--- config.mk ---
export PLATFORM = sky130hd
export DESIGN_NAME = ex_stage_ctrl_flat
export DESIGN_NICKNAME = d
export VERILOG_FILES = /design/src/rtl/ex_stage_ctrl_pkg.sv /design/src/rtl/ex_stage_ctrl_if.sv /design/src/rtl/ex_stage_ctrl_decode.sv /design/src/rtl/ex_stage_ctrl.sv /design/src/flat_wrapper.sv
export SDC_FILE = /design/constraint.sdc
export NUM_CORES = 1
export LEC_CHECK = 0
export BUFFER_PORTS_ARGS = -buffer_cell sky130_fd_sc_hd__buf_2
export CAP_MARGIN = 20
export CORE_MARGIN = 4
export CORE_UTILIZATION = 35
export CTS_CLUSTER_DIAMETER = 100
export DETAILED_ROUTE_END_ITERATION = 12
export PLACE_DENSITY = 0.59
export SYNTH_ARGS = -nofsm -noshare
export SYNTH_HDL_FRONTEND = slang
export SYNTH_SLANG_ARGS = --single-unit
export TNS_END_PERCENT = 30
--- constraint.sdc ---
create_clock -name clock -period 4.65 [get_ports clock]
set_input_delay 0.465 -clock clock [delete_from_list [all_inputs] [get_ports clock]]
set_output_delay 0.465 -clock clock [all_outputs]
set_load 0.01 [all_outputs]
--- src/rtl/ex_stage_ctrl_pkg.sv ---
// ex_ctrl_pkg: opcodes, ALU codes, FSM states and control bundles for the execute-stage controller
package ex_ctrl_pkg;
  localparam logic [3:0] OP_LOAD  = 4'b0000;
  localparam logic [3:0] OP_STOP  = 4'b0001;
  localparam logic [3:0] OP_STORE = 4'b0010;
  localparam logic [3:0] OP_ADD   = 4'b0100;
  localparam logic [3:0] OP_BZ    = 4'b0101;
  localparam logic [3:0] OP_SUB   = 4'b0110;
  localparam logic [3:0] OP_NAND  = 4'b1000;
  localparam logic [3:0] OP_BNZ   = 4'b1001;
  localparam logic [3:0] OP_NOP   = 4'b1010;
  localparam logic [3:0] OP_BPZ   = 4'b1101;
  localparam logic [2:0] ALU_OP_ADD   = 3'b000;
  localparam logic [2:0] ALU_OP_SUB   = 3'b001;
  localparam logic [2:0] ALU_OP_OR    = 3'b010;
  localparam logic [2:0] ALU_OP_NAND  = 3'b011;
  localparam logic [2:0] ALU_OP_SHIFT = 3'b100;
  localparam logic [1:0] ALU2_REG  = 2'b00;
  localparam logic [1:0] ALU2_IMM5 = 2'b10;
  localparam logic [1:0] ALU2_IMM3 = 2'b11;
  typedef enum logic [1:0] {RUN, MEM_WAIT, FLAG_WAIT, HALT} state_t;
  typedef struct packed {
    logic [2:0] alu_op;
    logic [1:0] alu2_sel;
    logic       flag_write;
    logic       alu_out_write;
    logic       mem_read;
    logic       mem_write;
    logic       mdr_load;
    logic       ir4_load;
    logic       branch_taken;
    logic       ex_stall;
    logic       halted;
  } ctrl_t;
  typedef struct packed {
    logic       alu;
    logic       load;
    logic       store;
    logic       branch;
    logic       stop;
    logic [2:0] alu_op;
    logic [1:0] alu2_sel;
  } dec_t;
  function automatic logic br_taken(logic [3:0] op, logic n, logic z);
    return op == OP_BZ ? z : op == OP_BNZ ? !z : !n;
  endfunction
endpackage

--- src/rtl/ex_stage_ctrl_if.sv ---
// ex_stage_ctrl_if: IR3/flag inputs and registered control outputs of the execute stage
interface ex_stage_ctrl_if #(parameter int IR_W = 8);
  logic [IR_W-1:0] ir3;
  logic            ir3_valid;
  logic            n;
  logic            z;
  logic            flush;
  logic [2:0]      alu_op;
  logic [1:0]      alu2_sel;
  logic            flag_write;
  logic            alu_out_write;
  logic            mem_read;
  logic            mem_write;
  logic            mdr_load;
  logic            ir4_load;
  logic            branch_taken;
  logic            ex_stall;
  logic            halted;
  modport master (
    output ir3, ir3_valid, n, z, flush,
    input  alu_op, alu2_sel, flag_write, alu_out_write, mem_read, mem_write,
           mdr_load, ir4_load, branch_taken, ex_stall, halted
  );
  modport slave (
    input  ir3, ir3_valid, n, z, flush,
    output alu_op, alu2_sel, flag_write, alu_out_write, mem_read, mem_write,
           mdr_load, ir4_load, branch_taken, ex_stall, halted
  );
endinterface

--- src/rtl/ex_stage_ctrl_decode.sv ---
// ex_decode: combinational opcode classification and ALU control selection
module ex_decode
  import ex_ctrl_pkg::*;
(
  input  logic [3:0] op,
  input  logic       valid,
  output dec_t       dec
);
  logic imm;
  assign imm = op[1:0] == 2'b11;
  // Classify the opcode; a bubble or unknown opcode leaves every field 0
  always_comb begin
    dec = '0;
    dec.alu = valid && (imm || op == OP_ADD || op == OP_SUB || op == OP_NAND);
    dec.load = valid && op == OP_LOAD;
    dec.store = valid && op == OP_STORE;
    dec.branch = valid && (op == OP_BZ || op == OP_BNZ || op == OP_BPZ);
    dec.stop = valid && op == OP_STOP;
    dec.alu_op = !dec.alu ? ALU_OP_ADD : imm ? (op[2] ? ALU_OP_OR : ALU_OP_SHIFT) :
                 op == OP_SUB ? ALU_OP_SUB : op == OP_NAND ? ALU_OP_NAND : ALU_OP_ADD;
    dec.alu2_sel = (!dec.alu || !imm) ? ALU2_REG : op[2] ? ALU2_IMM5 : ALU2_IMM3;
  end
endmodule

--- src/rtl/ex_stage_ctrl.sv ---
// ex_stage_ctrl: registered execute-stage control with memory waits, branch resolution and halt
module ex_stage_ctrl
  import ex_ctrl_pkg::*;
#(
  parameter int MEM_LAT = 0
) (
  input  logic         clock,
  input  logic         reset,
  ex_stage_ctrl_if.slave bus
);
  localparam int CNT_W = MEM_LAT > 0 ? $clog2(MEM_LAT + 1) : 1;
  state_t           state_q, state_d;
  logic [CNT_W-1:0] cnt_q, cnt_d;
  logic [3:0]       br_op_q, br_op_d;
  ctrl_t            out_q, out_d;
  dec_t             dec;
  logic [3:0]       op;
  assign op = bus.ir3[3:0];
  ex_decode u_dec (.op(op), .valid(bus.ir3_valid), .dec(dec));
  // Next state and next registered outputs; priority halt > flush > wait states > decode
  always_comb begin
    state_d = state_q;
    cnt_d = cnt_q;
    br_op_d = br_op_q;
    out_d = '0;
    if (state_q == HALT) begin
      out_d.halted = 1'b1;
      out_d.ex_stall = 1'b1;
    end else if (bus.flush) begin
      state_d = RUN;
      cnt_d = '0;
    end else if (state_q == MEM_WAIT) begin
      out_d.mem_read = out_q.mem_read;
      out_d.mem_write = out_q.mem_write;
      if (cnt_q == CNT_W'(1)) begin
        state_d = RUN;
        cnt_d = '0;
        out_d.mdr_load = out_q.mem_read;
        out_d.ir4_load = 1'b1;
      end else begin
        cnt_d = cnt_q - CNT_W'(1);
        out_d.ex_stall = 1'b1;
      end
    end else if (state_q == FLAG_WAIT) begin
      state_d = RUN;
      out_d.branch_taken = br_taken(br_op_q, bus.n, bus.z);
      out_d.ir4_load = 1'b1;
    end else if (dec.alu) begin
      out_d.alu_op = dec.alu_op;
      out_d.alu2_sel = dec.alu2_sel;
      out_d.flag_write = 1'b1;
      out_d.alu_out_write = 1'b1;
      out_d.ir4_load = 1'b1;
    end else if (dec.load || dec.store) begin
      out_d.mem_read = dec.load;
      out_d.mem_write = dec.store;
      if (MEM_LAT == 0) begin
        out_d.mdr_load = dec.load;
        out_d.ir4_load = 1'b1;
      end else begin
        state_d = MEM_WAIT;
        cnt_d = CNT_W'(MEM_LAT);
        out_d.ex_stall = 1'b1;
      end
    end else if (dec.branch) begin
      br_op_d = op;
      if (out_q.flag_write) begin
        state_d = FLAG_WAIT;
        out_d.ex_stall = 1'b1;
      end else begin
        out_d.branch_taken = br_taken(op, bus.n, bus.z);
        out_d.ir4_load = 1'b1;
      end
    end else if (dec.stop) begin
      state_d = HALT;
      out_d.halted = 1'b1;
      out_d.ex_stall = 1'b1;
    end
  end
  // State, counter and output registers with asynchronous active-low reset
  always_ff @(posedge clock or negedge reset) begin
    if (!reset) begin
      state_q <= RUN;
      cnt_q <= '0;
      br_op_q <= '0;
      out_q <= '0;
    end else begin
      state_q <= state_d;
      cnt_q <= cnt_d;
      br_op_q <= br_op_d;
      out_q <= out_d;
    end
  end
  assign {bus.alu_op, bus.alu2_sel, bus.flag_write, bus.alu_out_write, bus.mem_read,
          bus.mem_write, bus.mdr_load, bus.ir4_load, bus.branch_taken, bus.ex_stall,
          bus.halted} = out_q;
endmodule
--- src/flat_wrapper.sv ---
// flat-port wrapper written by rule: the top's interface ports become plain ports
module ex_stage_ctrl_flat import ex_ctrl_pkg::*;
#(
  parameter int MEM_LAT = 0
)
  (clock, reset, bus_ir3, bus_ir3_valid, bus_n, bus_z, bus_flush, bus_alu_op, bus_alu2_sel, bus_flag_write, bus_alu_out_write, bus_mem_read, bus_mem_write, bus_mdr_load, bus_ir4_load, bus_branch_taken, bus_ex_stall, bus_halted);
  ex_stage_ctrl_if bus_i ();
  input  logic clock;
  input  logic reset;
  input wire logic [$bits(bus_i.ir3)-1:0] bus_ir3;
  input wire logic [$bits(bus_i.ir3_valid)-1:0] bus_ir3_valid;
  input wire logic [$bits(bus_i.n)-1:0] bus_n;
  input wire logic [$bits(bus_i.z)-1:0] bus_z;
  input wire logic [$bits(bus_i.flush)-1:0] bus_flush;
  output wire logic [$bits(bus_i.alu_op)-1:0] bus_alu_op;
  output wire logic [$bits(bus_i.alu2_sel)-1:0] bus_alu2_sel;
  output wire logic [$bits(bus_i.flag_write)-1:0] bus_flag_write;
  output wire logic [$bits(bus_i.alu_out_write)-1:0] bus_alu_out_write;
  output wire logic [$bits(bus_i.mem_read)-1:0] bus_mem_read;
  output wire logic [$bits(bus_i.mem_write)-1:0] bus_mem_write;
  output wire logic [$bits(bus_i.mdr_load)-1:0] bus_mdr_load;
  output wire logic [$bits(bus_i.ir4_load)-1:0] bus_ir4_load;
  output wire logic [$bits(bus_i.branch_taken)-1:0] bus_branch_taken;
  output wire logic [$bits(bus_i.ex_stall)-1:0] bus_ex_stall;
  output wire logic [$bits(bus_i.halted)-1:0] bus_halted;
  assign bus_i.ir3 = bus_ir3;
  assign bus_i.ir3_valid = bus_ir3_valid;
  assign bus_i.n = bus_n;
  assign bus_i.z = bus_z;
  assign bus_i.flush = bus_flush;
  assign bus_alu_op = bus_i.alu_op;
  assign bus_alu2_sel = bus_i.alu2_sel;
  assign bus_flag_write = bus_i.flag_write;
  assign bus_alu_out_write = bus_i.alu_out_write;
  assign bus_mem_read = bus_i.mem_read;
  assign bus_mem_write = bus_i.mem_write;
  assign bus_mdr_load = bus_i.mdr_load;
  assign bus_ir4_load = bus_i.ir4_load;
  assign bus_branch_taken = bus_i.branch_taken;
  assign bus_ex_stall = bus_i.ex_stall;
  assign bus_halted = bus_i.halted;
  ex_stage_ctrl #(.MEM_LAT(MEM_LAT)) u_core (.clock(clock), .reset(reset), .bus(bus_i));
endmodule
==> results.ini <==
[timing]
rsz0062_at_grt = false
setup_viol = 0
finalWorstSetupSlack_ns = 2.651
report.final.slew_viol_count = 0
clock.fmax_mhz = 500.1
period_share = 0.4300
worst_pin_slew_ns = 0.8208
slew_headroom = 0.4451
final.min_clock_period_ns = 1.999
fin_skew_ns = 0.01106
tns_ns = 0
hold_viol_final = 0

[layout]
antenna_cells = 0
drive_above_1_share = 0.2901
area_delta_synth_final_pct = 14.06
fill_cells = 284
nNetsFinal = 149

[floorplan]
rows = 19
initial_core_util = 0.3807
die_area_mm2 = 0.004058
io_pins = 28
dieWidth_um = 63.71
coreArea_mm2 = 0.002853
die_height_um = 63.71

[synth]
synth.area.top_cells = dfrtp_1 46%, a21oi_1 4.1%, ha_1 3.5%
ys_ff_latch = 20
synth-async-reset-ratio = 1.000
synth.top_cell.area_share = 0.4608
yosysWarningCount = 0
yosysSeqAreaShare = 0.4608
synth_most_common_cell = dfrtp_1
synth_common_cells = 20 x dfrtp_1, 9 x a21oi_1, 9 x nor2_1, 8 x inv_1
synthCells = 110
synthDistinctLibCells = 46
synth_top_flop_cell = dfrtp_1
synth-edff-count = 0
synth_area_per_cell_um2 = 9.873
yosysTopAreaCell = dfrtp_1
synth_area_mm2 = 0.001086
synth_nets = 127

[routing]
postRouteAntennaNets = 0
drc = 0
post_drt_via_cell_ratio = 5.377
wire_per_inst_um = 13.70
via_count = 871
dr.first_iter.drc_count = 40
finalWirelength_um = 2219
drtPass1Iterations = 4

[clock_tree]
clock_latency_ns = 0.30
cts_buffers = 3
clkSinkCount = 20
tritoncts = yes
cts_max_path_buffers = 2
path_clk_slew_ns = 0.12
ctsResizeCount = 0
postCtsSetupBuffers = 0
htree_num_levels = 1
holdBufCountCts = 0
clockRootBuffer = clkbuf_4

[critical_path]
cp.required_ns = 4.85
arrival_ns = 2.20
end_kind = register
cp_max_fo = 9
worstSetupPathType = register to register
startpoint_type = register

[global_route]
gr-total-overflow = 0
grt_pass1_wl_um = 3857
first_global_vias = 851
grt_use_total = 0.1221
antenna_found_initial = 0
grt_max_degree = 21

[power]
p_per_area_mw_per_mm2 = 327.2
power_w = 0.0004053
power.leakage_nw = 0.6303
irDropWorstVdd_mv = 0.1168

[place]
gp_congestion = 0.8518
io_buffer_count = 23
pre_cts_slack_ns = 2.640
post-dp-hpwl_um = 1646

[worst_hold_path]
min-delay-path-class = input port to async pin

[flow_run]
drv_cap = 0

[outcome]
status = finished, final reports clean

state kept, by name, indices dropped and copies added, names as in the netlist, 2 cells and up:
register	flops
u_core.state_q	2
u_core.bus.alu2_sel	2
u_core.bus.alu_op	3
u_core.br_op_q	4
routing by layer:
layer	global-route usage	wire, um	up-vias	share of wire
met5	0	0	-	0
met1	0.1479	976	414	0.44
met3	0.02842	121	4	0.055
li1	-	-	435	-
met4	0.05660	51	0	0.023
met2	0.2047	1069	18	0.48
stage by stage:
stage	instances	area, um2	util	hold WS, ns
after floorplan	110	1086	-	0.1694
after global placement	158	1202	0.4215	0.4317
after detailed placement	158	1202	0.4215	0.4399
after CTS	162	1239	0.4342	0.09662
after global routing	162	1239	0.4342	0.1210
final	162	1239	0.4342	0.08086
final cells by class:
type                    count  area (um2)  area share
multi-input cells          76       518.0      0.4182
flip-flops and latches     20       500.5      0.4040
repair buffers             23       115.1     0.09293
well taps                  31       38.79     0.03131
clock buffers               4       36.28     0.02929
inverters                   8       30.03     0.02424
cell usage in the layout, fill, tap and decap left out, types with 2 or more instances in the layout:
cell	Yosys	layout
nand3_1	5	5
o21ai_0	5	5
nand2b_1	2	2
inv_1	8	8
a21oi_1	9	9
ha_1	3	3
dfrtp_1	20	20
nor2_1	9	9
nor2b_1	3	3
mux2_4	2	2
clkbuf_4	0	3
nor3_1	4	4
nand2_1	5	5
buf_2	2	23
worst max-delay path, stage by stage, from the launching register on:
cell     delay [ns]
dfrtp_1        0.44
ha_1           0.26
or2_1          0.34
or4b_4         0.55
mux2_4         0.31
final timing paths:
| check | start | to | slack (ns) | cells after the start |
|---|---|---|---|---|
| worst max-delay path | u_core.state_q[0] | u_core.br_op_q[2] | 2.65 | 4 |
| worst min-delay path | reset | u_core.bus.branch_taken | 0.08 | 1 |
| worst max register to register | u_core.state_q[0] | u_core.br_op_q[2] | 2.65 | 4 |
| worst min register to register | u_core.br_op_q[0] | u_core.br_op_q[0] | 0.48 | 1 |
| max in group asynchronous | reset | u_core.bus.ir4_load | 4.25 | 1 |
| min in group clock | bus_flush | u_core.bus.halted | 0.43 | 2 |
where the power goes:
group          internal, W  total [W]  switching (W)
Sequential        0.000192   0.000209      0.0000175
Clock            0.0000478   0.000101      0.0000530
Combinational    0.0000452  0.0000954      0.0000501
cells by family after synthesis:
family	after synthesis	share of synthesized area
flip-flops	20	0.4608
buffers and inverters	14	0.06221
AO/OA/AOI/OAI	26	0.1578
AND/OR/NAND/NOR	45	0.2569
adder cells (fa/ha/maj)	3	0.03457
multiplexers	2	0.02765
No activity file was read; power rests on OpenSTA's default activity.
